[config.mk]
export PLATFORM = sky130hd
export DESIGN_NAME = cv32e40p_int_controller_prio_flat
export DESIGN_NICKNAME = d
export VERILOG_FILES = /design/src/rtl/cv32e40p_int_controller_prio_if.sv /design/src/rtl/cv32e40p_int_controller_prio.sv /design/src/flat_wrapper.sv
export SDC_FILE = /design/constraint.sdc
export NUM_CORES = 1
export LEC_CHECK = 0
export ABC_AREA = 0
export BUFFER_PORTS_ARGS = -buffer_cell sky130_fd_sc_hd__buf_2
export CAP_MARGIN = 25
export CORE_MARGIN = 5
export CORE_UTILIZATION = 60
export CTS_BUF_LIST = sky130_fd_sc_hd__clkbuf_8
export DETAILED_ROUTE_END_ITERATION = 7
export GPL_TIMING_DRIVEN = 0
export HOLD_SLACK_MARGIN = 0.03
export PLACE_DENSITY = 0.83
export SETUP_SLACK_MARGIN = 0.3
export SLEW_MARGIN = 20
export SYNTH_ARGS = -nofsm -noshare
export SYNTH_HDL_FRONTEND = slang
export SYNTH_SLANG_ARGS = --single-unit
[constraint.sdc]
create_clock -name clk -period 24.9 [get_ports clk]
set_input_delay 6.225 -clock clk [delete_from_list [all_inputs] [get_ports clk]]
set_output_delay 6.225 -clock clk [all_outputs]
set_load 0.01 [all_outputs]
[src/rtl/cv32e40p_int_controller_prio_if.sv]
// Bundle of interrupt lines, line configuration and controller handshake for cv32e40p_int_controller_prio.
// master = core/testbench side, slave = interrupt controller.
interface cv32e40p_int_controller_prio_if #(
  parameter int NUM_IRQ = 32,
  parameter int PRIO_W  = 3,
  parameter int ID_W    = $clog2(NUM_IRQ)
);
  logic [NUM_IRQ-1:0] irq_i;
  logic               cfg_we_i;
  logic [ID_W-1:0]    cfg_idx_i;
  logic [PRIO_W-1:0]  cfg_prio_i;
  logic               cfg_ie_i;
  logic               cfg_edge_i;
  logic               m_ie_i;
  logic [PRIO_W-1:0]  threshold_i;
  logic               irq_ack_i;
  logic               irq_req_ctrl_o;
  logic [ID_W-1:0]    irq_id_ctrl_o;
  logic [PRIO_W-1:0]  irq_level_o;
  logic               irq_wu_ctrl_o;
  logic [NUM_IRQ-1:0] mip_o;

  modport master (
    output irq_i, cfg_we_i, cfg_idx_i, cfg_prio_i, cfg_ie_i, cfg_edge_i,
           m_ie_i, threshold_i, irq_ack_i,
    input  irq_req_ctrl_o, irq_id_ctrl_o, irq_level_o, irq_wu_ctrl_o, mip_o
  );

  modport slave (
    input  irq_i, cfg_we_i, cfg_idx_i, cfg_prio_i, cfg_ie_i, cfg_edge_i,
           m_ie_i, threshold_i, irq_ack_i,
    output irq_req_ctrl_o, irq_id_ctrl_o, irq_level_o, irq_wu_ctrl_o, mip_o
  );
endinterface

[src/rtl/cv32e40p_int_controller_prio.sv]
// Prioritised interrupt controller: per-line priority/enable, max-priority arbitration, registered request.
// Define CV32E40P_IRQ_EDGE_EN to build rising-edge lines with pending latches; otherwise all lines are level.
module cv32e40p_int_controller_prio #(
  parameter int          NUM_IRQ  = 32,
  parameter int          PRIO_W   = 3,
  parameter logic [31:0] IRQ_MASK = 32'hFFFF_0888,
  parameter int          ID_W     = $clog2(NUM_IRQ)
) (
  input logic                           clk,
  input logic                           rst_n,
  cv32e40p_int_controller_prio_if.slave bus
);

  localparam logic [NUM_IRQ-1:0] LINE_MASK = IRQ_MASK[NUM_IRQ-1:0];

  logic [NUM_IRQ-1:0] irq_q;
  logic [NUM_IRQ-1:0] ie_q;
  logic [PRIO_W-1:0]  prio_q [NUM_IRQ];
  logic [NUM_IRQ-1:0] pending;
  logic [NUM_IRQ-1:0] ack_clr;
  logic [NUM_IRQ-1:0] cand;
  logic               cfg_ok;
  logic               ack_valid;
  logic [PRIO_W-1:0]  win_prio;
  logic [ID_W-1:0]    win_id;
  logic               req_q;
  logic [ID_W-1:0]    id_q;
  logic [PRIO_W-1:0]  level_q;

  // Masked or out-of-range lines never get written, so their config stays zero.
  assign cfg_ok    = bus.cfg_we_i && (int'(bus.cfg_idx_i) < NUM_IRQ) && IRQ_MASK[bus.cfg_idx_i];
  assign ack_valid = bus.irq_ack_i && req_q;

  always_ff @(posedge clk or negedge rst_n) begin
    if (!rst_n) begin
      ie_q <= '0;
      for (int i = 0; i < NUM_IRQ; i++) prio_q[i] <= '0;
    end else if (cfg_ok) begin
      prio_q[bus.cfg_idx_i] <= bus.cfg_prio_i;
      ie_q[bus.cfg_idx_i]   <= bus.cfg_ie_i;
    end
  end

  always_ff @(posedge clk or negedge rst_n) begin
    if (!rst_n) irq_q <= '0;
    else        irq_q <= bus.irq_i & LINE_MASK;
  end

`ifdef CV32E40P_IRQ_EDGE_EN
  logic [NUM_IRQ-1:0] edge_q;
  logic [NUM_IRQ-1:0] irq_q_d;
  logic [NUM_IRQ-1:0] pend_q;
  logic [NUM_IRQ-1:0] edge_set;
  logic [NUM_IRQ-1:0] lvl_clr;

  assign edge_set = edge_q & irq_q & ~irq_q_d;

  always_comb begin
    ack_clr = '0;
    lvl_clr = '0;
    for (int i = 0; i < NUM_IRQ; i++) begin
      ack_clr[i] = ack_valid && edge_q[i] && (id_q == ID_W'(i));
      lvl_clr[i] = cfg_ok && !bus.cfg_edge_i && (bus.cfg_idx_i == ID_W'(i));
    end
  end

  // A fresh edge beats the ack; leaving edge mode drops whatever was latched.
  always_ff @(posedge clk or negedge rst_n) begin
    if (!rst_n) begin
      edge_q  <= '0;
      irq_q_d <= '0;
      pend_q  <= '0;
    end else begin
      irq_q_d <= irq_q;
      pend_q  <= (edge_set | (pend_q & ~ack_clr)) & ~lvl_clr;
      if (cfg_ok) edge_q[bus.cfg_idx_i] <= bus.cfg_edge_i;
    end
  end

  assign pending = (edge_q & (pend_q | edge_set)) | (~edge_q & irq_q);
`else
  logic unused_edge_cfg;

  assign unused_edge_cfg = bus.cfg_edge_i ^ ack_valid;
  assign ack_clr         = '0;
  assign pending         = irq_q;
`endif

  // The line being acked is left out so the next cycle cannot re-present a stale request.
  assign cand = pending & ie_q & LINE_MASK & ~ack_clr;

  always_comb begin
    win_prio = '0;
    win_id   = '0;
    for (int i = 0; i < NUM_IRQ; i++) begin
      if (cand[i] && (prio_q[i] != '0) && (prio_q[i] >= win_prio)) begin
        win_prio = prio_q[i];
        win_id   = ID_W'(i);
      end
    end
  end

  always_ff @(posedge clk or negedge rst_n) begin
    if (!rst_n) begin
      req_q   <= 1'b0;
      id_q    <= '0;
      level_q <= '0;
    end else begin
      req_q   <= bus.m_ie_i && (win_prio > bus.threshold_i);
      id_q    <= win_id;
      level_q <= win_prio;
    end
  end

  assign bus.irq_req_ctrl_o = req_q;
  assign bus.irq_id_ctrl_o  = id_q;
  assign bus.irq_level_o    = level_q;
  assign bus.irq_wu_ctrl_o  = |(bus.irq_i & LINE_MASK & ie_q);
  assign bus.mip_o          = pending;

endmodule
[src/flat_wrapper.sv]
// flat-port wrapper written by rule: the top's interface ports become plain ports
module cv32e40p_int_controller_prio_flat 
#(
  parameter int          NUM_IRQ  = 32,
  parameter int          PRIO_W   = 3,
  parameter logic [31:0] IRQ_MASK = 32'hFFFF_0888,
  parameter int          ID_W     = $clog2(NUM_IRQ)
)
  (clk, rst_n, bus_irq_i, bus_cfg_we_i, bus_cfg_idx_i, bus_cfg_prio_i, bus_cfg_ie_i, bus_cfg_edge_i, bus_m_ie_i, bus_threshold_i, bus_irq_ack_i, bus_irq_req_ctrl_o, bus_irq_id_ctrl_o, bus_irq_level_o, bus_irq_wu_ctrl_o, bus_mip_o);
  cv32e40p_int_controller_prio_if #(.NUM_IRQ(NUM_IRQ), .PRIO_W(PRIO_W), .ID_W(ID_W)) bus_i ();
  input logic clk;
  input logic rst_n;
  input wire logic [$bits(bus_i.irq_i)-1:0] bus_irq_i;
  input wire logic [$bits(bus_i.cfg_we_i)-1:0] bus_cfg_we_i;
  input wire logic [$bits(bus_i.cfg_idx_i)-1:0] bus_cfg_idx_i;
  input wire logic [$bits(bus_i.cfg_prio_i)-1:0] bus_cfg_prio_i;
  input wire logic [$bits(bus_i.cfg_ie_i)-1:0] bus_cfg_ie_i;
  input wire logic [$bits(bus_i.cfg_edge_i)-1:0] bus_cfg_edge_i;
  input wire logic [$bits(bus_i.m_ie_i)-1:0] bus_m_ie_i;
  input wire logic [$bits(bus_i.threshold_i)-1:0] bus_threshold_i;
  input wire logic [$bits(bus_i.irq_ack_i)-1:0] bus_irq_ack_i;
  output wire logic [$bits(bus_i.irq_req_ctrl_o)-1:0] bus_irq_req_ctrl_o;
  output wire logic [$bits(bus_i.irq_id_ctrl_o)-1:0] bus_irq_id_ctrl_o;
  output wire logic [$bits(bus_i.irq_level_o)-1:0] bus_irq_level_o;
  output wire logic [$bits(bus_i.irq_wu_ctrl_o)-1:0] bus_irq_wu_ctrl_o;
  output wire logic [$bits(bus_i.mip_o)-1:0] bus_mip_o;
  assign bus_i.irq_i = bus_irq_i;
  assign bus_i.cfg_we_i = bus_cfg_we_i;
  assign bus_i.cfg_idx_i = bus_cfg_idx_i;
  assign bus_i.cfg_prio_i = bus_cfg_prio_i;
  assign bus_i.cfg_ie_i = bus_cfg_ie_i;
  assign bus_i.cfg_edge_i = bus_cfg_edge_i;
  assign bus_i.m_ie_i = bus_m_ie_i;
  assign bus_i.threshold_i = bus_threshold_i;
  assign bus_i.irq_ack_i = bus_irq_ack_i;
  assign bus_irq_req_ctrl_o = bus_i.irq_req_ctrl_o;
  assign bus_irq_id_ctrl_o = bus_i.irq_id_ctrl_o;
  assign bus_irq_level_o = bus_i.irq_level_o;
  assign bus_irq_wu_ctrl_o = bus_i.irq_wu_ctrl_o;
  assign bus_mip_o = bus_i.mip_o;
  cv32e40p_int_controller_prio #(.NUM_IRQ(NUM_IRQ), .PRIO_W(PRIO_W), .IRQ_MASK(IRQ_MASK), .ID_W(ID_W)) u_core (.clk(clk), .rst_n(rst_n), .bus(bus_i));
endmodule
# After elaboration in Yosys (flattened, before gate mapping)
# Memories as Yosys holds them, arrays and structs flattened.
# Index checks and enable logic that the tools add are counted.
[totals]
ff_bits = 156
romBits = 32
input_bits = 50
out_inout_bits = 42
elab_cells = 172
mem_count = 1
[mem_list]
columns = ["name", "depth", "width", "read_ports", "rd_ports_with_merged_regs", "write_ports", "line", "source"]
rows = [
  ["(no name shown)", 32, 1, 1, 0, 0, "cv32e40p_int_controller_prio.sv:31", "assign cfg_ok = bus.cfg_we_i && (int'(bus.cfg_idx_i) < NUM_IRQ) && IRQ_MASK[bus.cfg_idx_i];"],
]
[op_classes]
magnitude_cmp = 24
n_mux = 45
bitwise_logic = 3
n_reduce_logical = 62
[ops]
columns = ["op", "n"]
rows = [
  ["96-bit bitwise mux", 1],
  ["5-bit two-way mux", 18],
  ["32-bit bitwise AND", 2],
  ["3-bit two-way mux", 20],
  ["3-bit nonzero test", 19],
  ["3-bit greater-or-equal comparator", 18],
  ["1-bit logical AND", 42],
  ["32-bit bitwise mux", 1],
  ["32-bit OR reduction", 1],
  ["3-bit demux with 5-bit select", 1],
  ["6-bit greater-or-equal comparator (second input constant)", 1],
  ["5-bit by 6-bit < comparator with 1-bit output (second input constant)", 1],
  ["6-bit by 1-bit < comparator with 1-bit output (second input constant)", 1],
  ["5-bit inverter with 6-bit output", 1],
  ["1-bit demux with 5-bit select", 1],
  ["5-bit by 1-bit greater-or-equal comparator with 1-bit output (second input constant)", 1],
  ["3-bit by 1-bit greater-or-equal comparator with 1-bit output (second input constant)", 1],
  ["3-bit greater-than comparator", 1],
  ["1-bit two-way mux", 2],
  ["2-bit two-way mux", 1],
]

# Logic depth before layout (Yosys ltp)
# Gate-level depths: netlist (run 1).
[logic_depth]
ltp_word = 60
mapped_depth = 119
mapped_depth_nobuf = 119

# Worst setup path before layout (run 1)
# Ideal clock, no wire load.
[synth_timing]
path_type = "register to register"
start = "reg u_core.irq_q[3], in the netlist u_core.bus.mip_o[3]"
end = "reg u_core.req_q, in the netlist u_core.bus.irq_req_ctrl_o"
setup_ns = 0.124
arrival_ns = 22.770
t_required_ns = 24.776
path_slack_ns = 2.006
stages_incl_launch_ff = 115
n_path_buf = 0
period_less_slack_ns = 22.894
path_cell_list = "dfrtp_1 -> and3_1 -> ha_1 -> nor2b_1 -> o21ai_2 -> and3_1 -> o21ai_0 -> a22o_1 -> ha_1 -> nand2b_1 -> nand2_1 -> a2111oi_0 -> nor2_1 -> mux2_2 -> ha_1 -> nand2b_1 -> maj3_1 -> a21oi_1 -> [79 not listed] -> a211oi_1 -> mux2_4 -> ha_1 -> nand2b_1 -> a31oi_1 -> a2111oi_0 -> o22a_1 -> mux2_4 -> ha_1 -> nand2b_1 -> a21o_1 -> a21oi_1 -> nor2_1 -> o21ai_0 -> ha_1 -> nor2b_1 -> o21ai_0 -> a21oi_1"
[synth_between]
elab_chain_cells = 60
[synth_rtl]
columns = ["element", "line", "source"]
rows = [
  ["start, declared", "cv32e40p_int_controller_prio.sv:16", "logic [NUM_IRQ-1:0] irq_q;"],
  ["start signal, assigned", "cv32e40p_int_controller_prio.sv:46", "else irq_q <= bus.irq_i & LINE_MASK;"],
  ["32-bit bitwise AND *", "cv32e40p_int_controller_prio.sv:90", "assign cand = pending & ie_q & LINE_MASK & ~ack_clr;"],
  ["1-bit logical AND * (2 in a row)", "cv32e40p_int_controller_prio.sv:96", "if (cand[i] && (prio_q[i] != '0) && (prio_q[i] >= win_prio)) begin"],
  ["3-bit two-way mux *", "cv32e40p_int_controller_prio.sv:96", ""],
  ["3-bit greater-or-equal comparator", "cv32e40p_int_controller_prio.sv:96", ""],
  ["1-bit logical AND", "cv32e40p_int_controller_prio.sv:96", ""],
  ["3-bit two-way mux *", "cv32e40p_int_controller_prio.sv:96", ""],
  ["3-bit greater-or-equal comparator", "cv32e40p_int_controller_prio.sv:96", ""],
  ["1-bit logical AND", "cv32e40p_int_controller_prio.sv:96", ""],
  ["[44 not listed]", "n/a", ""],
  ["1-bit logical AND", "cv32e40p_int_controller_prio.sv:96", ""],
  ["3-bit two-way mux *", "cv32e40p_int_controller_prio.sv:96", ""],
  ["3-bit greater-or-equal comparator", "cv32e40p_int_controller_prio.sv:96", ""],
  ["1-bit logical AND", "cv32e40p_int_controller_prio.sv:96", ""],
  ["3-bit two-way mux *", "cv32e40p_int_controller_prio.sv:96", ""],
  ["named net u_core.win_prio[1]", "cv32e40p_int_controller_prio.sv:24", "logic [PRIO_W-1:0] win_prio;"],
  ["3-bit greater-than comparator *", "cv32e40p_int_controller_prio.sv:109", "req_q <= bus.m_ie_i && (win_prio > bus.threshold_i);"],
  ["1-bit logical AND *", "cv32e40p_int_controller_prio.sv:109", ""],
  ["end signal, assigned", "cv32e40p_int_controller_prio.sv:109", ""],
  ["end, declared", "cv32e40p_int_controller_prio.sv:26", "logic req_q;"],
]
# Mark *: on every way through the listed nets, which the timed path passes. The rest lies on a longest branch.
# A chain may end at the register's enable or synchronous reset.

# Worst setup path in the final report (run 1)
[layout_timing]
start = "reg u_core.ie_q[3]"
end = "reg u_core.req_q, in the netlist u_core.bus.irq_req_ctrl_o"
[layout_between]
elab_chain_cells = 60
[layout_rtl]
columns = ["element", "line", "source"]
rows = [
  ["start, declared", "cv32e40p_int_controller_prio.sv:17", "logic [NUM_IRQ-1:0] ie_q;"],
  ["start signal, assigned by index", "cv32e40p_int_controller_prio.sv:40", "ie_q[bus.cfg_idx_i] <= bus.cfg_ie_i;"],
  ["32-bit bitwise AND *", "cv32e40p_int_controller_prio.sv:90", ""],
  ["1-bit logical AND * (2 in a row)", "cv32e40p_int_controller_prio.sv:96", ""],
  ["3-bit two-way mux *", "cv32e40p_int_controller_prio.sv:96", ""],
  ["3-bit greater-or-equal comparator", "cv32e40p_int_controller_prio.sv:96", ""],
  ["1-bit logical AND", "cv32e40p_int_controller_prio.sv:96", ""],
  ["3-bit two-way mux *", "cv32e40p_int_controller_prio.sv:96", ""],
  ["3-bit greater-or-equal comparator", "cv32e40p_int_controller_prio.sv:96", ""],
  ["1-bit logical AND", "cv32e40p_int_controller_prio.sv:96", ""],
  ["[44 not listed]", "n/a", ""],
  ["1-bit logical AND", "cv32e40p_int_controller_prio.sv:96", ""],
  ["3-bit two-way mux *", "cv32e40p_int_controller_prio.sv:96", ""],
  ["3-bit greater-or-equal comparator", "cv32e40p_int_controller_prio.sv:96", ""],
  ["1-bit logical AND", "cv32e40p_int_controller_prio.sv:96", ""],
  ["3-bit two-way mux *", "cv32e40p_int_controller_prio.sv:96", ""],
  ["named net u_core.win_prio[1]", "cv32e40p_int_controller_prio.sv:24", ""],
  ["3-bit greater-than comparator *", "cv32e40p_int_controller_prio.sv:109", ""],
  ["1-bit logical AND *", "cv32e40p_int_controller_prio.sv:109", ""],
]
# Marks and branches as above.

==> reports/metrics.yaml, run 1 <==
status:
  status: "complete, no violations"
die:
  dieHeight_um: 115
  boundaryPins: 92
  start_util_pct: 61.1
  design.core.area_sq_mm: 0.0108
  die_area_sq_mm: 0.0133
  die_w_um: 115
  rows: 38
power_and_ir_drop:
  p_leak_uw: 0.00354
  total_power_uw: 724
  p_per_area_mw_per_mm2: 90.6
  ir_worst_vdd_uv: 57.9
clock_network:
  cts.sinks: 104
  htreeDepth: 3
  cts-root-buf: "clkbuf_8"
  cts_made_buffers: 9
  cts_buffer_depth: 2
  cts_tree: "built"
  clkLatencyLatePin_ps: 400
  path_clk_slew_ps: 110
sta:
  finalCritPeriodShare_pct: 94.9
  finalCriticalPeriod_ps: 23620
  rsz0062_at_grt: "no"
  finClkSkew_ps: 11.3
  relSlewSlack_pct: 35.5
  fmax_ghz: 0.0423
  hold_ws_ps: 537
  tightest_slew_ps: 960
  finalSetupViolCount: 0
  finalMaxSlewViolations: 0
  hold_viol_final: 0
logic_synthesis:
  synth-seq-cells: 104
  netlist_top_cells_area: "dfrtp_1 (39%), mux2_2 (11%), ha_1 (5.5%), nand2_1 (3.7%), o21ai_0 (3.3%)"
  synth_top_area_share_pct: 39.3
  async_reset_ff_share_pct: 100
  postSynthCellCount: 691
  synth_top_area_cell: "dfrtp_1"
  synth.distinct_cells: 77
  seq_area_frac_synth_pct: 39.3
  yosys_warnings: 0
  avgSynthCellArea_sq_um: 9.59
  postSynth.topFlopCell: "dfrtp_1"
  syn_area_sq_mm: 0.00663
  synth-edff-count: 0
global_routing:
  antenna_found_initial: 0
  grt_start_max_net_pins: 64
  grt_usage_pct: 27.7
  grt_pass1_vias: 5753
  grt_pass1_wl_um: 28700
  grt-ovfl-total: 0
setup_path:
  crit_path_max_fanout: 7
  required_ps: 25190
  cp_slowest_cell: "dfrtp_1"
  r2r_start: "u_core.ie_q[3]"
  r2r_cells: 115
  worst_path_largest_cell_delay_ps: 450
  cp-start-kind: "register"
  rrSetupSlack_ps: 1280
  worstSetupPathType: "register to register"
  endpoint_kind: "register"
  cpMostUsedCell: "ha_1"
  cp.arrival_ps: 23910
  rr_endpoint: "u_core.bus.irq_req_ctrl_o"
worst_hold_path:
  holdPathStages: 1
  hold_end: "u_core.ie_q[24]"
  hold_class: "register to register"
  hold_start: "u_core.ie_q[24]"
route:
  drc: 0
  vias_per_cell: 6.39
  drt-wirelength-per-cell_um: 19.6
  wl_um: 18700
  vias: 6094
  drtPass1Iterations: 5
  final_antenna_net_count: 0
  drt-initial-drc-count: 595
flow_run:
  drv_cap: 0
finish:
  finalNonFillerCells: 953
  fill_cells: 739
  drive_gt1_share_pct: 32.8
  fin_nets: 887
  final_cell_mix: "dfrtp_1 (104), nand2_1 (65), mux2_2 (62)"
  final_common_cell: "dfrtp_1"
  area_growth_syn_to_layout_pct: 20.6
  diodes: 0
placement:
  gpl.final_weighted_congestion: 0.927
  place_hpwl_um: 13400
  place_inst: 905
  place.port_buffers: 59
[area by class of cell]
type / count / area (sq um) / share of cell area [%]
tap: 140 / 175 / 2.19
multi-input combinational: 538 / 4170 / 52.2
sequential: 104 / 2600 / 32.6
clock inverter: 7 / 63.8 / 0.798
clock buffer: 9 / 124 / 1.55
inverter: 35 / 131 / 1.64
timing repair buffer: 94 / 579 / 7.25
buffer: 26 / 148 / 1.85
[report_power, final]
part,internal (uW),switching [uW]
combinational,175,206
sequential,203,35.8
clock,38.6,66.3
total,416,308
[cell families after synthesis]
family,after synthesis,synth area share (%)
AO/OA/AOI/OAI,200,22.0
adder cells (fa/ha/maj),32,5.93
buffers and inverters,61,4.21
flip-flops,104,39.3
multiplexers,70,11.9
other,1,0.0566
AND/OR/NAND/NOR,223,16.7
[metrics by stage]
stage,area (sq um),setup WS (ps),util [%],setup TNS (ps)
after floorplan,6670,2010,-,0
after global placement,7140,-664,65.9,-1450
after detailed placement,7190,-1350,66.3,-6950
after CTS,7530,315,69.5,0
after global routing,7990,161,73.7,0
final,7990,1280,73.7,0
[state kept, by name (all words and copies together), names as in the netlist]
register	count
u_core.bus.irq_level_o	3
u_core.ie_q	19
u_core.prio_q	57
u_core.bus.irq_req_ctrl_o	1
u_core.bus.mip_o	19
u_core.bus.irq_id_ctrl_o	5
[worst max-delay path, delay by kind of cell, from the launching register on]
family	cells	cell delay, ps
adder cells (fa/ha/maj)	22	6190
multiplexers	8	2690
flip-flops	1	450
AO/OA/AOI/OAI	45	8530
buffers and inverters	4	400
AND/OR/NAND/NOR	36	5230
[timing repair]
item,in CTS,in global routing
setup buffers,5,27
resized for setup,24,53
cloned,0,0
setup endpoints to repair,9,9
pin swaps,3,33
hold buffers,0,0
[cells in the mapped netlist (3+ instances only)]
| cell | n |
|---|---|
| dfrtp_1 | 104 |
| nor3_1 | 11 |
| clkbuf_1 | 9 |
| buf_4 | 13 |
| o211ai_1 | 8 |
| or2_2 | 7 |
| nand2b_1 | 15 |
| nor4_1 | 5 |
| a221oi_1 | 3 |
| buf_1 | 3 |
| a21o_1 | 4 |
| o21ai_0 | 44 |
| nor2b_1 | 7 |
| o2111ai_1 | 4 |
| a22oi_1 | 11 |
| a41oi_1 | 3 |
| ha_1 | 29 |
| and2_1 | 11 |
| o22ai_1 | 6 |
| o31ai_1 | 6 |
| nor3b_1 | 5 |
| maj3_1 | 3 |
| nand2_1 | 66 |
| a211oi_2 | 4 |
| o21a_1 | 9 |
| a31oi_1 | 10 |
| a21boi_0 | 4 |
| a211o_1 | 3 |
| inv_1 | 35 |
| mux2_2 | 64 |
| or3_1 | 10 |
| o41ai_1 | 3 |
| a21oi_1 | 29 |
| nand3_1 | 21 |
| o221ai_1 | 5 |
| and3_1 | 13 |
| a211oi_1 | 4 |
| mux2i_1 | 4 |
| a22o_1 | 5 |
| nor2_1 | 43 |
[routing by layer]
layer	routed length, um	vias up	track usage (%)	share of wire (%)
met3	1430	55	5.00	7.7
met1	7800	2934	37.2	42
met5	0	-	0	0
met2	8750	305	43.6	47
met4	678	0	13.1	3.6
li1	-	2800	-	-
[worst max-delay path by stage]
stage | start | to | slack (ps)
floorplan | u_core.bus.mip_o[3] | u_core.bus.irq_req_ctrl_o | 2010
CTS | u_core.bus.mip_o[3] | u_core.bus.irq_req_ctrl_o | 310
finish | u_core.ie_q[3] | u_core.bus.irq_req_ctrl_o | 1280
global placement | u_core.bus.mip_o[3] | u_core.bus.irq_req_ctrl_o | -660
global route | u_core.ie_q[3] | u_core.bus.irq_req_ctrl_o | 160
detailed placement | u_core.ie_q[3] | u_core.bus.irq_req_ctrl_o | -1350
Note: power is estimated with default switching activity, not from simulation.
==> inputs of run 2 (changes only) <==
Settings changed: BUFFER_PORTS_ARGS -buffer_cell sky130_fd_sc_hd__buf_2 to not set, CORE_UTILIZATION 60 to 65, DONT_BUFFER_PORTS set to 1, PLACE_DENSITY 0.83 to 0.81.
==> run 2 against run 1 <==
Count of clock-buffer cells in the layout grew 3. Flip-flop and latch count stayed put. Sequential share of layout area is 1.4 points higher. Setup slack got worse by 390 ps. Worst hold slack improved by 6.9 ps. Global-route usage rose by 1.4 points. Sequential power rose by 3%. Cell count fell by 7.5%. First-iteration DRC count decreased by 17%. Clock skew about the same.
==> reports/metrics.yaml, run 2 (synthesized netlist as in run 1, its figures left out) <==
sta:
  finalCritPeriodShare_pct: 96.4  # +1.6 points
  fmax_ghz: 0.0417  # -1.6%
  tightest_slew_ps: 1180  # +219 ps
  relSlewSlack_pct: 20.4  # -15 points
  finClkSkew_ps: 11.1  # -0.228 ps
  finalSetupViolCount: 0  # unchanged
  finalCriticalPeriod_ps: 24010  # +389 ps
  hold_ws_ps: 544  # +6.94 ps
  hold_viol_final: 0  # unchanged
  finalMaxSlewViolations: 0  # unchanged
die:
  boundaryPins: 92  # unchanged
  rows: 36  # -5.3%
  die_w_um: 111  # -3.6%
  dieHeight_um: 111  # -3.6%
  start_util_pct: 67.2  # +6.0 points
  die_area_sq_mm: 0.0123  # -7.0%
  design.core.area_sq_mm: 0.00986  # -9.0%
finish:
  multi_input_area_sq_mm: 0.00419  # +0.54%
  drive_gt1_share_pct: 27.5  # -5.3 points
  largest_register_ffs: 57  # unchanged
  final_cell_mix: "dfrtp_1 (102), nand2_1 (65), mux2_2 (61)"
  final_common_cell: "dfrtp_1"
  fin_nets: 824  # -7.1%
  final_area_sq_mm: 0.00768  # -3.9%
  regArea_sq_mm: 0.00261  # about the same
  top_register: "u_core.prio_q"
  finalNonFillerCells: 882  # -7.5%
  diodes: 0  # unchanged
  fill_cells: 641  # -13%
  area_growth_syn_to_layout_pct: 15.8
global_routing:
  grt_pass1_wl_um: 29100  # +1.4%
  grt-ovfl-total: 0  # unchanged
  antenna_found_initial: 0  # unchanged
  grt_pass1_vias: 5678  # -1.3%
  grt_usage_pct: 29.1  # +1.4 points
  grt_start_max_net_pins: 105  # +64%
setup_path:
  required_ps: 25170  # -20 ps
  cpMostUsedCell: "ha_1"
  cp-start-kind: "register"
  r2r_start: "u_core.bus.mip_o[3]"
  endpoint_kind: "register"
  cp_slowest_cell: "dfrtp_2"
  worstSetupPathType: "register to register"
  crit_path_max_fanout: 7  # unchanged
  worst_path_largest_cell_delay_ps: 490  # +40 ps
  r2r_cells: 115  # unchanged
  rr_endpoint: "u_core.bus.irq_req_ctrl_o"
  rrSetupSlack_ps: 890  # -390 ps
  cp.arrival_ps: 24280  # +370 ps
route:
  drt-initial-drc-count: 492  # -17%
  wl_um: 19200  # +2.9%
  vias: 6059  # -0.57%
  drt-wirelength-per-cell_um: 21.8  # +11%
  vias_per_cell: 6.87  # +7.4%
  drtPass1Iterations: 5  # unchanged
  final_antenna_net_count: 0  # unchanged
  drc: 0  # unchanged
clock_network:
  clkLatencyLatePin_ps: 390  # about the same
  htreeDepth: 3  # unchanged
  cts-root-buf: "clkbuf_8"
  cts.sinks: 104  # unchanged
  cts_tree: "built"
  cts_buffer_depth: 2  # unchanged
  cts_made_buffers: 9  # unchanged
  path_clk_slew_ps: 90  # -20 ps
worst_hold_path:
  holdPathStages: 1  # unchanged
  hold_end: "u_core.prio_q[84]"
  hold_start: "u_core.prio_q[84]"
  hold_class: "register to register"
power_and_ir_drop:
  p_leak_uw: 0.00329  # -7.1%
  ir_worst_vdd_uv: 60.4  # +4.2%
  p_per_area_mw_per_mm2: 95.1  # +5.0%
  total_power_uw: 730  # +0.81%
placement:
  place_hpwl_um: 13100  # -2.1%
  place_inst: 836  # -7.6%
  gpl.final_weighted_congestion: 0.986  # +6.3%
  place.port_buffers: 0  # -100%
  dpl-instance-area_sq_mm: 0.00684  # -4.8%
status:
  status: "complete, no violations"
flow_run:
  drv_cap: 0  # unchanged
-- run 2: through the flow --
stage | util (%) | TNS (ps) | setup slack (ps)
2_1_floorplan | - | 0 | 2010
3_3_place_gp | 69.3 | -219 | -219
3_5_place_dp | 69.3 | -4270 | -1110
4_1_cts | 72.8 | 0 | 314
5_1_grt | 77.8 | -304 | -295
6_report | 77.8 | 0 | 892
-- run 2: final cells by class --
type / instances / share of cell area [%]
plain buffers: 26 / 1.92
clock buffers: 12 / 2.15
repair buffers: 31 / 3.00
multi-input cells: 538 / 54.6
flip-flops and latches: 104 / 33.9
well taps: 133 / 2.17
clock inverters: 3 / 0.521
inverters: 35 / 1.71
-- run 2: worst max path at each step --
stage / startpoint / endpoint / slack (ps)
3_5_place_dp: u_core.bus.mip_o[3] / u_core.bus.irq_req_ctrl_o / -1110
2_1_floorplan: u_core.bus.mip_o[3] / u_core.bus.irq_req_ctrl_o / 2010
4_1_cts: u_core.bus.mip_o[3] / u_core.bus.irq_req_ctrl_o / 310
6_report: u_core.bus.mip_o[3] / u_core.bus.irq_req_ctrl_o / 890
3_3_place_gp: u_core.bus.mip_o[3] / u_core.bus.irq_req_ctrl_o / -220
5_1_grt: u_core.bus.mip_o[3] / u_core.bus.irq_req_ctrl_o / -300
-- run 2: where the power goes --
| group | leakage [uW] | switching (uW) | total [uW] | internal (uW) |
|---|---|---|---|---|
| Sequential | 0.00127 | 42.2 | 245 | 203 |
| Clock | 0.000108 | 57.2 | 111 | 53.9 |
| Combinational | 0.00191 | 206 | 374 | 168 |
| Total | 0.00329 | 305 | 730 | 425 |
-- run 2: worst max-delay path: cells and delay by family, from the launching register on --
kind	cells	cell delay [ps]
buffers and inverters	2	130
AND/OR/NAND/NOR	34	5340
AO/OA/AOI/OAI	49	8990
adder cells (fa/ha/maj)	22	6210
flip-flops	1	490
multiplexers	8	2670
-- run 2: routing by layer --
| layer | part of all wire (%) | routed length, um | global-route usage [%] | vias to the layer above |
|---|---|---|---|---|
| met5 | 0 | 0 | 0 | - |
| met4 | 3.7 | 703 | 10.1 | 0 |
| met3 | 9.2 | 1780 | 8.08 | 69 |
| met2 | 48 | 9150 | 46.5 | 367 |
| met1 | 39 | 7580 | 38.1 | 2948 |
| li1 | - | - | - | 2675 |
-- run 2: what timing repair did --
action	CTS	global route
hold buffers	0	0
setup endpoints to repair	9	9
resized for setup	20	61
pin swaps	4	32
buffers inserted	5	25
==> inputs of run 3 (changes only) <==
Settings changed: CORE_UTILIZATION 65 to 28, PLACE_DENSITY 0.81 to not set.
==> run 3 against run 2 <==
Cell count rose by 20%. Largest cell class unchanged. Register-to-register slack better by 570 ps. First-iteration DRC count decreased by 34%. Highest routed layer unchanged. Combinational power decreased by 6.7%. Clock power down 8%. Worst hold slack lost 10 ps. Sequential share of layout area decreased by 0.27 points. Cell area is 0.80% higher. Clock skew increased by 0.77 ps. Count of clock-buffer cells in the layout is 3 lower. Critical path type unchanged.
==> reports/metrics.yaml, run 3 (synthesized netlist as in run 1, its figures left out) <==
route:
  drtPass1Iterations: 5  # unchanged
  drt-wirelength-per-cell_um: 17.8  # -18%
  final_antenna_net_count: 0  # unchanged
  wl_um: 18800  # -2.2%
  vias_per_cell: 5.21  # -24%
  drt-initial-drc-count: 323  # -34%
  drc: 0  # unchanged
  vias: 5509  # -9.1%
finish:
  fill_cells: 2440  # +280%
  drive_gt1_share_pct: 25.4  # -2.1 points
  regArea_sq_mm: 0.00261  # unchanged
  fin_nets: 813  # -1.3%
  utilization_pct: 33.1  # -45 points
  final_cell_mix: "dfrtp_1 (102), nand2_1 (66), mux2_2 (62)"
  largest_register_ffs: 57  # unchanged
  top_register: "u_core.prio_q"
  area_growth_syn_to_layout_pct: 16.8
  multi_input_area_sq_mm: 0.00413  # -1.6%
  diodes: 0  # unchanged
  final_common_cell: "dfrtp_1"
sta:
  rsz0062_at_grt: "no"
  finalSetupViolCount: 0  # unchanged
  finClkSkew_ps: 11.8  # +0.770 ps
  fmax_ghz: 0.0427  # +2.4%
  finalMaxSlewViolations: 0  # unchanged
  finalCritPeriodShare_pct: 94.1  # -2.3 points
  worst_slack_ps: 1460  # +570 ps
  tightest_slew_ps: 854  # -326 ps
  hold_viol_final: 0  # unchanged
  relSlewSlack_pct: 42.6  # +22 points
  finalCriticalPeriod_ps: 23440  # -570 ps
clock_network:
  cts_made_buffers: 9  # unchanged
  path_clk_slew_ps: 110  # +20 ps
  cts_tree: "built"
  cts-root-buf: "clkbuf_8"
  cts_buffer_depth: 2  # unchanged
  ctsHoldBuffers: 0  # unchanged
  cts.sinks: 104  # unchanged
  htreeDepth: 3  # unchanged
  clkLatencyLatePin_ps: 400  # about the same
power_and_ir_drop:
  clkPwrFrac_pct: 14.7  # -0.5 points
  combPwrFrac_pct: 50.3  # -0.9 points
  seq_power_share_pct: 35.0  # +1.4 points
  p_leak_uw: 0.00322  # -2.2%
  p_switching_uw: 293  # -4.1%
  p_per_area_mw_per_mm2: 89.6  # -5.8%
  sw_frac_of_total_pct: 42.2  # +0.41 points
  ir_worst_vdd_uv: 28.8  # -52%
  p_int_uw: 401  # -5.7%
global_routing:
  grt_start_max_net_pins: 105  # unchanged
  grt_usage_pct: 13.6  # -15 points
  antenna_found_initial: 0  # unchanged
  grt_pass1_vias: 5056  # -11%
  grt_pass1_wl_um: 28300  # -2.6%
  grt-ovfl-total: 0  # unchanged
die:
  dieHeight_um: 164  # +48%
  start_util_pct: 28.3  # -39 points
  die_w_um: 164  # +48%
  design.core.area_sq_mm: 0.0234  # +140%
  rows: 56  # +56%
  die_area_sq_mm: 0.0269  # +120%
  boundaryPins: 92  # unchanged
setup_path:
  cp_slowest_cell: "dfrtp_2"
  worstSetupPathType: "register to register"
  worst_path_largest_cell_delay_ps: 490  # about the same
  endpoint_kind: "register"
  cp.arrival_ps: 23720  # -560 ps
  cp-start-kind: "register"
  required_ps: 25180  # about the same
  crit_path_max_fanout: 8  # +1
  cpMostUsedCell: "ha_1"
placement:
  gpl.final_weighted_congestion: 0.922  # -6.4%
  pre_cts_slack_ps: -1110  # +1.41 ps
  place.port_buffers: 0  # unchanged
  place_hpwl_um: 14000  # +6.7%
worst_hold_path:
  hold_class: "register to register"
flow_run:
  drv_cap: 0  # unchanged
status:
  status: "complete, no violations"
-- run 3: cell count changes in the layout (fill, tap and decap cells not counted), sizes merged --
cell and delta:
clkbuf -4, inv +2, buf -10, clkinv +3, bufinv -1
-- run 3: layout make-up --
type / count / share of cell area, %
multi-input cells: 538 / 53.3
flip-flops and latches: 104 / 33.7
well taps: 319 / 5.16
repair buffers: 20 / 1.94
plain buffers: 26 / 1.91
inverters: 35 / 1.70
clock buffers: 9 / 1.60
clock inverters: 7 / 0.727
-- run 3: worst max-delay path, delay by kind of cell, from the launching register on --
kind                     cells  cell delay (ps)
AO/OA/AOI/OAI               49             8660
buffers and inverters        2               90
AND/OR/NAND/NOR             34             5200
adder cells (fa/ha/maj)     22             6130
flip-flops                   1              490
multiplexers                 8             2670
-- run 3: power groups by stage --
stage                     combinational, uW  sequential (uW)  clock, uW
final                                   349              243        102
after global routing                    387              248        112
after CTS                               297              241        106
after detailed placement                285              245          0
after global placement                  279              244          0
after floorplan                         224              233          0
-- run 3: worst paths after layout --
| kind | cells past startpoint | slack [ps] | endpoint | start |
|---|---|---|---|---|
| max | 115 | 1460 | u_core.bus.irq_req_ctrl_o | u_core.bus.mip_o[3] |
| min | 1 | 530 | u_core.prio_q[84] | u_core.prio_q[84] |
| max reg2reg | 115 | 1460 | u_core.bus.irq_req_ctrl_o | u_core.bus.mip_o[3] |
| min reg2reg | 1 | 530 | u_core.prio_q[84] | u_core.prio_q[84] |
| max in group asynchronous | 0 | 19150 | u_core.ie_q[18] | rst_n |
| min in group asynchronous | 0 | 5510 | u_core.prio_q[43] | rst_n |
-- run 3: timing repair --
action | in CTS | in global routing
cloned | 0 | 0
pin swaps | 3 | 22
buffers inserted | 3 | 17
gates resized for setup | 18 | 51
setup endpoints to repair | 9 | 9
-- run 3: metal layers --
layer  vias up  track usage (%)  routed length (um)
met1      2709             17.5                8220
met3        25             2.71                 880
met5         -                0                   0
li1       2658                -                   -
met2       117             22.7                9270
met4         0             4.99                 426
-- run 3: per-stage QoR --
step	TNS, ps	cell area (sq um)	instances	hold slack (ps)	total power (uW)
2_1_floorplan	0	6670	703	490	457
3_3_place_gp	-2930	7070	1022	507	523
3_5_place_dp	-5240	7080	1022	508	530
4_1_cts	0	7360	1041	536	645
5_1_grt	0	7740	1058	559	746
6_report	0	7740	1058	534	694
